### config.mk
export PLATFORM = sky130hd
export DESIGN_NAME = wb_stage_flat
export DESIGN_NICKNAME = d
export VERILOG_FILES = /design/src/rtl/wb_stage_if.sv /design/src/rtl/wb_stage.sv /design/src/flat_wrapper.sv
export SDC_FILE = /design/constraint.sdc
export NUM_CORES = 2
export LEC_CHECK = 0
export ABC_AREA = 1
export BUFFER_PORTS_ARGS = -buffer_cell sky130_fd_sc_hd__buf_4
export CAP_MARGIN = 20
export CORE_MARGIN = 4
export CORE_UTILIZATION = 42
export DETAILED_ROUTE_END_ITERATION = 16
export PLACE_DENSITY = 0.6
export SLEW_MARGIN = 20
export SYNTH_ARGS = -nofsm -noshare
export SYNTH_HDL_FRONTEND = slang
export SYNTH_SLANG_ARGS = --single-unit
### constraint.sdc
create_clock -name clk -period 50.8 [get_ports clk]
set_input_delay 2.54 -clock clk [delete_from_list [all_inputs] [get_ports clk]]
set_output_delay 2.54 -clock clk [all_outputs]
set_load 0.02 [all_outputs]
### src/rtl/wb_stage_if.sv
// MEM/WB boundary bundle: memory-stage results in, decode read ports and hazard taps out.
interface wb_stage_if #(
  parameter int unsigned REG_ADDR_W = 6
);
  logic                  StallW;
  logic                  FlushW;
  logic                  MemtoRegW;
  logic                  RegWriteW;
  logic                  HI_LO_write_enableW;
  logic [31:0]           Hi_LO_dataW;
  logic [31:0]           RAMout;
  logic [31:0]           ALUoutW;
  logic [REG_ADDR_W-1:0] WriteRegisterW;
  logic [4:0]            RsAddr;
  logic [4:0]            RtAddr;
  logic                  HiLoSel;
  logic [31:0]           RsData;
  logic [31:0]           RtData;
  logic [31:0]           HiLoData;
  logic [31:0]           ResultW;
  logic [REG_ADDR_W-1:0] WriteRegOutW;
  logic                  RegWriteOutW;

  // Upstream/decode side: drives stage inputs and read addresses.
  modport master (
    output StallW, FlushW, MemtoRegW, RegWriteW, HI_LO_write_enableW, Hi_LO_dataW,
           RAMout, ALUoutW, WriteRegisterW, RsAddr, RtAddr, HiLoSel,
    input  RsData, RtData, HiLoData, ResultW, WriteRegOutW, RegWriteOutW
  );

  // Writeback stage side.
  modport slave (
    input  StallW, FlushW, MemtoRegW, RegWriteW, HI_LO_write_enableW, Hi_LO_dataW,
           RAMout, ALUoutW, WriteRegisterW, RsAddr, RtAddr, HiLoSel,
    output RsData, RtData, HiLoData, ResultW, WriteRegOutW, RegWriteOutW
  );
endinterface

### src/rtl/wb_stage.sv
// Writeback stage: MEM/WB pipeline register, result select, GPR file plus HI/LO,
// and decode read ports with write-before-read bypass.
module wb_stage #(
  parameter int unsigned REG_ADDR_W      = 6,
  parameter int unsigned RESET_PC_UNUSED = 0
) (
  input logic       clk,
  input logic       rst,
  wb_stage_if.slave bus_io
);

  localparam logic [REG_ADDR_W-1:0] DestHi = REG_ADDR_W'(32);
  localparam logic [REG_ADDR_W-1:0] DestLo = REG_ADDR_W'(33);

  // Reserved for parameter-list compatibility with sibling stages; no hardware.
  if (RESET_PC_UNUSED != 0) begin : g_reserved_param
  end

  typedef struct packed {
    logic                  mem_to_reg;
    logic                  reg_write;
    logic                  hilo_we;
    logic [31:0]           hilo_data;
    logic [31:0]           ram_out;
    logic [31:0]           alu_out;
    logic [REG_ADDR_W-1:0] dest;
  } stage_t;

  stage_t      stage_d, stage_q;
  logic [31:0] gpr_q [32];
  logic [31:0] hi_q, lo_q;
  logic [31:0] result;
  logic        gpr_we, hi_we, lo_we;
  logic [31:0] rs_data, rt_data, hilo_data;

  // Next MEM/WB contents: flush beats stall, stall holds, otherwise capture.
  always_comb begin
    stage_d = stage_q;
    if (bus_io.FlushW) begin
      stage_d = '0;
    end else if (!bus_io.StallW) begin
      stage_d.mem_to_reg = bus_io.MemtoRegW;
      stage_d.reg_write  = bus_io.RegWriteW;
      stage_d.hilo_we    = bus_io.HI_LO_write_enableW;
      stage_d.hilo_data  = bus_io.Hi_LO_dataW;
      stage_d.ram_out    = bus_io.RAMout;
      stage_d.alu_out    = bus_io.ALUoutW;
      stage_d.dest       = bus_io.WriteRegisterW;
    end
  end

  // MEM/WB pipeline register.
  always_ff @(posedge clk or posedge rst) begin
    if (rst) begin
      stage_q <= '0;
    end else begin
      stage_q <= stage_d;
    end
  end

  // Result select and effective write enables; codes 34 and up target nothing.
  always_comb begin
    result = stage_q.mem_to_reg ? stage_q.ram_out : stage_q.alu_out;
    gpr_we = stage_q.reg_write && (stage_q.dest < DestHi) && (stage_q.dest[4:0] != 5'd0);
    hi_we  = stage_q.hilo_we && (stage_q.dest == DestHi);
    lo_we  = stage_q.hilo_we && (stage_q.dest == DestLo);
  end

  // Architectural state; a stalled entry keeps rewriting the same value, which is harmless.
  always_ff @(posedge clk or posedge rst) begin
    if (rst) begin
      for (int i = 0; i < 32; i++) begin
        gpr_q[i] <= '0;
      end
      hi_q <= '0;
      lo_q <= '0;
    end else begin
      if (gpr_we) begin
        gpr_q[stage_q.dest[4:0]] <= result;
      end
      if (hi_we) begin
        hi_q <= stage_q.hilo_data;
      end
      if (lo_we) begin
        lo_q <= stage_q.hilo_data;
      end
    end
  end

  // Read ports: $zero forced to 0, pending writeback bypasses the file.
  always_comb begin
    rs_data = gpr_q[bus_io.RsAddr];
    if (gpr_we && (bus_io.RsAddr == stage_q.dest[4:0])) begin
      rs_data = result;
    end
    if (bus_io.RsAddr == 5'd0) begin
      rs_data = '0;
    end
    rt_data = gpr_q[bus_io.RtAddr];
    if (gpr_we && (bus_io.RtAddr == stage_q.dest[4:0])) begin
      rt_data = result;
    end
    if (bus_io.RtAddr == 5'd0) begin
      rt_data = '0;
    end
    if (!bus_io.HiLoSel) begin
      hilo_data = hi_we ? stage_q.hilo_data : hi_q;
    end else begin
      hilo_data = lo_we ? stage_q.hilo_data : lo_q;
    end
  end

  assign bus_io.RsData       = rs_data;
  assign bus_io.RtData       = rt_data;
  assign bus_io.HiLoData     = hilo_data;
  assign bus_io.ResultW      = result;
  assign bus_io.WriteRegOutW = stage_q.dest;
  assign bus_io.RegWriteOutW = gpr_we;

endmodule

### src/flat_wrapper.sv
// flat-port wrapper written by rule: the top's interface ports become plain ports
module wb_stage_flat 
#(
  parameter int unsigned REG_ADDR_W      = 6,
  parameter int unsigned RESET_PC_UNUSED = 0
)
  (clk, rst, bus_io_StallW, bus_io_FlushW, bus_io_MemtoRegW, bus_io_RegWriteW, bus_io_HI_LO_write_enableW, bus_io_Hi_LO_dataW, bus_io_RAMout, bus_io_ALUoutW, bus_io_WriteRegisterW, bus_io_RsAddr, bus_io_RtAddr, bus_io_HiLoSel, bus_io_RsData, bus_io_RtData, bus_io_HiLoData, bus_io_ResultW, bus_io_WriteRegOutW, bus_io_RegWriteOutW);
  wb_stage_if #(.REG_ADDR_W(REG_ADDR_W)) bus_io_i ();
  input logic clk;
  input logic rst;
  input wire logic [$bits(bus_io_i.StallW)-1:0] bus_io_StallW;
  input wire logic [$bits(bus_io_i.FlushW)-1:0] bus_io_FlushW;
  input wire logic [$bits(bus_io_i.MemtoRegW)-1:0] bus_io_MemtoRegW;
  input wire logic [$bits(bus_io_i.RegWriteW)-1:0] bus_io_RegWriteW;
  input wire logic [$bits(bus_io_i.HI_LO_write_enableW)-1:0] bus_io_HI_LO_write_enableW;
  input wire logic [$bits(bus_io_i.Hi_LO_dataW)-1:0] bus_io_Hi_LO_dataW;
  input wire logic [$bits(bus_io_i.RAMout)-1:0] bus_io_RAMout;
  input wire logic [$bits(bus_io_i.ALUoutW)-1:0] bus_io_ALUoutW;
  input wire logic [$bits(bus_io_i.WriteRegisterW)-1:0] bus_io_WriteRegisterW;
  input wire logic [$bits(bus_io_i.RsAddr)-1:0] bus_io_RsAddr;
  input wire logic [$bits(bus_io_i.RtAddr)-1:0] bus_io_RtAddr;
  input wire logic [$bits(bus_io_i.HiLoSel)-1:0] bus_io_HiLoSel;
  output wire logic [$bits(bus_io_i.RsData)-1:0] bus_io_RsData;
  output wire logic [$bits(bus_io_i.RtData)-1:0] bus_io_RtData;
  output wire logic [$bits(bus_io_i.HiLoData)-1:0] bus_io_HiLoData;
  output wire logic [$bits(bus_io_i.ResultW)-1:0] bus_io_ResultW;
  output wire logic [$bits(bus_io_i.WriteRegOutW)-1:0] bus_io_WriteRegOutW;
  output wire logic [$bits(bus_io_i.RegWriteOutW)-1:0] bus_io_RegWriteOutW;
  assign bus_io_i.StallW = bus_io_StallW;
  assign bus_io_i.FlushW = bus_io_FlushW;
  assign bus_io_i.MemtoRegW = bus_io_MemtoRegW;
  assign bus_io_i.RegWriteW = bus_io_RegWriteW;
  assign bus_io_i.HI_LO_write_enableW = bus_io_HI_LO_write_enableW;
  assign bus_io_i.Hi_LO_dataW = bus_io_Hi_LO_dataW;
  assign bus_io_i.RAMout = bus_io_RAMout;
  assign bus_io_i.ALUoutW = bus_io_ALUoutW;
  assign bus_io_i.WriteRegisterW = bus_io_WriteRegisterW;
  assign bus_io_i.RsAddr = bus_io_RsAddr;
  assign bus_io_i.RtAddr = bus_io_RtAddr;
  assign bus_io_i.HiLoSel = bus_io_HiLoSel;
  assign bus_io_RsData = bus_io_i.RsData;
  assign bus_io_RtData = bus_io_i.RtData;
  assign bus_io_HiLoData = bus_io_i.HiLoData;
  assign bus_io_ResultW = bus_io_i.ResultW;
  assign bus_io_WriteRegOutW = bus_io_i.WriteRegOutW;
  assign bus_io_RegWriteOutW = bus_io_i.RegWriteOutW;
  wb_stage #(.REG_ADDR_W(REG_ADDR_W), .RESET_PC_UNUSED(RESET_PC_UNUSED)) u_core (.clk(clk), .rst(rst), .bus_io(bus_io_i));
endmodule
==> results.sh <==
export IMPL_cp_top_family="buffers and inverters"
export IMPL_grt_ovfl_total=0
export IMPL_final_util_pct=47.06
export IMPL_cp_arrival_ps=7540
export IMPL_crit_path_start_kind="input pin"
export IMPL_timing_max_transition_violations_final=0
export IMPL_worst_max_slew_pin_slew_ps=1248
export IMPL_die_area_um2=165800
export IMPL_period_needed_ps=10080
export IMPL_cts_htree_levels=4
export IMPL_route_detailed_wl_per_inst_um=23.40
export IMPL_drc=0
export IMPL_netlist_top_cells_area="dfrtp_1 45%, nand2_1 17%, nand3_1 12%"
export IMPL_critical_path_class="input pin to output pin"
export IMPL_antenna_found_initial=7
export IMPL_report_final_hold_viol_count=0
export IMPL_first_iter_violations=9327
export IMPL_timing_critical_path_cells="buf_8, buf_4, buf_4, buf_4, buf_4, o211ai_1, nand3_1, nand3_1, nand3_1, nand2_1, a21oi_1, buf_4"
export IMPL_max_freq_mhz=99.21
export IMPL_timing_hold_worst_path_depth=0
export IMPL_yosysTopAreaCell="dfrtp_1"
export IMPL_post_cts_resize_count=0
export IMPL_place_ws_ps=41010
export IMPL_min_delay_path_class="flop to flop"
export IMPL_gr_usage_all_layers_pct=32.01
export IMPL_floorplan_initialDensity_pct=42.26
export IMPL_run_status="finished clean"
export IMPL_worst_path_max_delay_cell="buf_4"
export IMPL_detailedRoute_firstPassIterationCount=6
export IMPL_synth_largest_type_area_fraction_pct=44.60
export IMPL_ant_nets=0
export IMPL_layout_common_cells="3028 x nand2_1, 1631 x nand3_1, 1253 x o21ai_0"
export IMPL_regToRegSetupSlack_ps=47180
export IMPL_worstPathRequired_ps=48260
export IMPL_post_cts_setup_buffer_count=0
export IMPL_synthAdderAreaFrac_pct=0
export IMPL_fraction_of_the_mapped_netlist_area_in_compound_gates_pct=13.31
export IMPL_cp_common_cell="buf_4"
export IMPL_layout_commonest_cell="nand2_1"
export IMPL_fin_hold_ws_ps=375.4
export IMPL_dr_total_vias=66930
export IMPL_dpl_hpwl_um=150500
export IMPL_wirelength_um=272700
export IMPL_clock_root_buffer="clkbuf_16"
export IMPL_clk_transition_reported_paths_ps=60
export IMPL_number_of_cts_inserted_buffers=138
export IMPL_design_power_total_mw=2.609
export IMPL_reg2reg_depth=10
export IMPL_rel_slew_slack_pct=16.81
export IMPL_hold_buffers=0
export IMPL_final_setup_viol_count=0
export IMPL_gpl_final_weighted_congestion=0.8761
export IMPL_maximum_fanout_along_the_worst_path=82
export IMPL_final_critical_path_setup_slack_ps=40720
export IMPL_fin_setup_tns_ps=0
export IMPL_clock_tree_from_tritoncts="built"
export IMPL_area_growth_from_synthesis_to_layout_pct=11.37
export IMPL_critical_path_cell_count=12
export IMPL_insertion_delay_ps=770
export IMPL_fp_coreArea_um2=158400
export IMPL_synth_fp_nets=9863
export IMPL_ys_warn_count=0
export IMPL_synth_top_family_by_area="simple AND/OR/NAND/NOR gates"
export IMPL_wire_length_of_the_first_global_routing_pass_um=406700
export IMPL_vias_in_the_first_global_route=63080
export IMPL_final_min_period_over_clock_period_pct=19.84
export IMPL_clkSinkCount=1193
export IMPL_die_x_um=407.2
export IMPL_seq_area_frac_synth_pct=44.60
export IMPL_portion_of_netlist_area_occupied_by_mux_cells_pct=0
export IMPL_buffer_ports_inserted=254
export IMPL_timing_max_cap_violations=0
export IMPL_synth_simple_area_share_pct=30.78
export IMPL_fin_worst_skew_ps=22.94
export IMPL_total_leakage_power_nw=36.49
export IMPL_clock_tree_buffer_depth=3
export IMPL_cp_slowest_stage_delay_ps=890
export IMPL_synth_cell_type_count=26
export IMPL_final_net_count=9596
export IMPL_worstPathBufferInverterCount=6
export IMPL_synth_area_per_cell_um2=6.869
export IMPL_drive_gt1_share_pct=7.639
export IMPL_syn_inst=9743
export IMPL_ir_worst_vdd_v=0.00003560
export IMPL_route_detailed_vias_per_inst=5.743
export IMPL_cp_end_kind="output pin"
export IMPL_power_per_cell_area_nw_per_um2=35.00
export IMPL_unrepaired_setup_endpoints_after_global_routing="no"
export IMPL_std_cell_rows=146
export IMPL_floorplan_die_height_um=407.2
export IMPL_largest_net_degree_at_the_start_of_global_routing=165
export IMPL_count_of_boundary_i_o_pins=255
export IMPL_mappedNetlistArea_um2=66930
export IMPL_yosys_area_share_xor_xnor_pct=0.1047
export IMPL_ys_seq_elements=1193
logic make-up after synthesis:
group,after synthesis
compound gates,1680
xor+xnor,8
buf+inv,1960
flops,1193
simple gates,4902
final cells by class:
type | instances | area [µm²]
fillers | 15910 | 83840
multi-input cells | 6590 | 29790
inverters | 1149 | 4363
repair buffers | 404 | 3158
clock buffers | 204 | 4232
clock inverters | 42 | 546.8
diodes | 1 | 2.502
flip-flops and latches | 1193 | 29850
well taps | 2072 | 2592
power by group:
part           internal, mW  switching, mW
registers              1.03         0.0398
clock network         0.637          0.423
logic                 0.140          0.339
total                  1.81          0.802
layer usage:
metal	track usage [%]	wire, µm
met1	45.64	113800
met2	47.44	113600
met3	6.962	33110
met4	12.60	12160
met5	0	0
path summary, 6_finish.rpt:
path,startpoint,endpoint
min,u_core.gpr_q[994],u_core.gpr_q[994]
max in group asynchronous,rst,u_core.gpr_q[395]
min reg2reg,u_core.gpr_q[994],u_core.gpr_q[994]
max reg2reg,u_core.bus_io.WriteRegOutW[2],u_core.gpr_q[154]
max,bus_io_RsAddr[0],bus_io_RsData[18]
min in group asynchronous,rst,u_core.hi_q[9]
cells in the mapped netlist:
cell / n
o21ai_0: 1257
inv_2: 7
buf_4: 6
clkinv_1: 18
nor2_1: 162
o21ai_1: 75
buf_1: 56
nor2_2: 15
nor3_4: 1
dfrtp_1: 1193
nor3_1: 8
clkbuf_1: 656
or2_2: 28
nand2_2: 4
xor2_1: 2
inv_4: 1
nand2_1: 3048
nand2_4: 1
o211ai_1: 199
inv_1: 1123
a21oi_1: 148
nand4_1: 4
o21a_1: 1
nand3_1: 1631
xnor2_1: 6
buf_2: 93
sequential cells by signal, indices dropped and copies added (netlist names):
register	cells
u_core.bus_io.WriteRegOutW	6
u_core.lo_q	32
u_core.gpr_q	1024
u_core.stage_q	99
u_core.hi_q	32
metrics by stage:
| stage | cells | cell area, µm² |
|---|---|---|
| 4_1_cts | 11650 | 74490 |
| 6_report | 11660 | 74540 |
| 3_5_place_dp | 11410 | 69710 |
| 3_3_place_gp | 11410 | 69710 |
| 2_1_floorplan | 9743 | 66930 |
| 5_1_grt | 11650 | 74530 |
(Power assumes the default switching activity.)
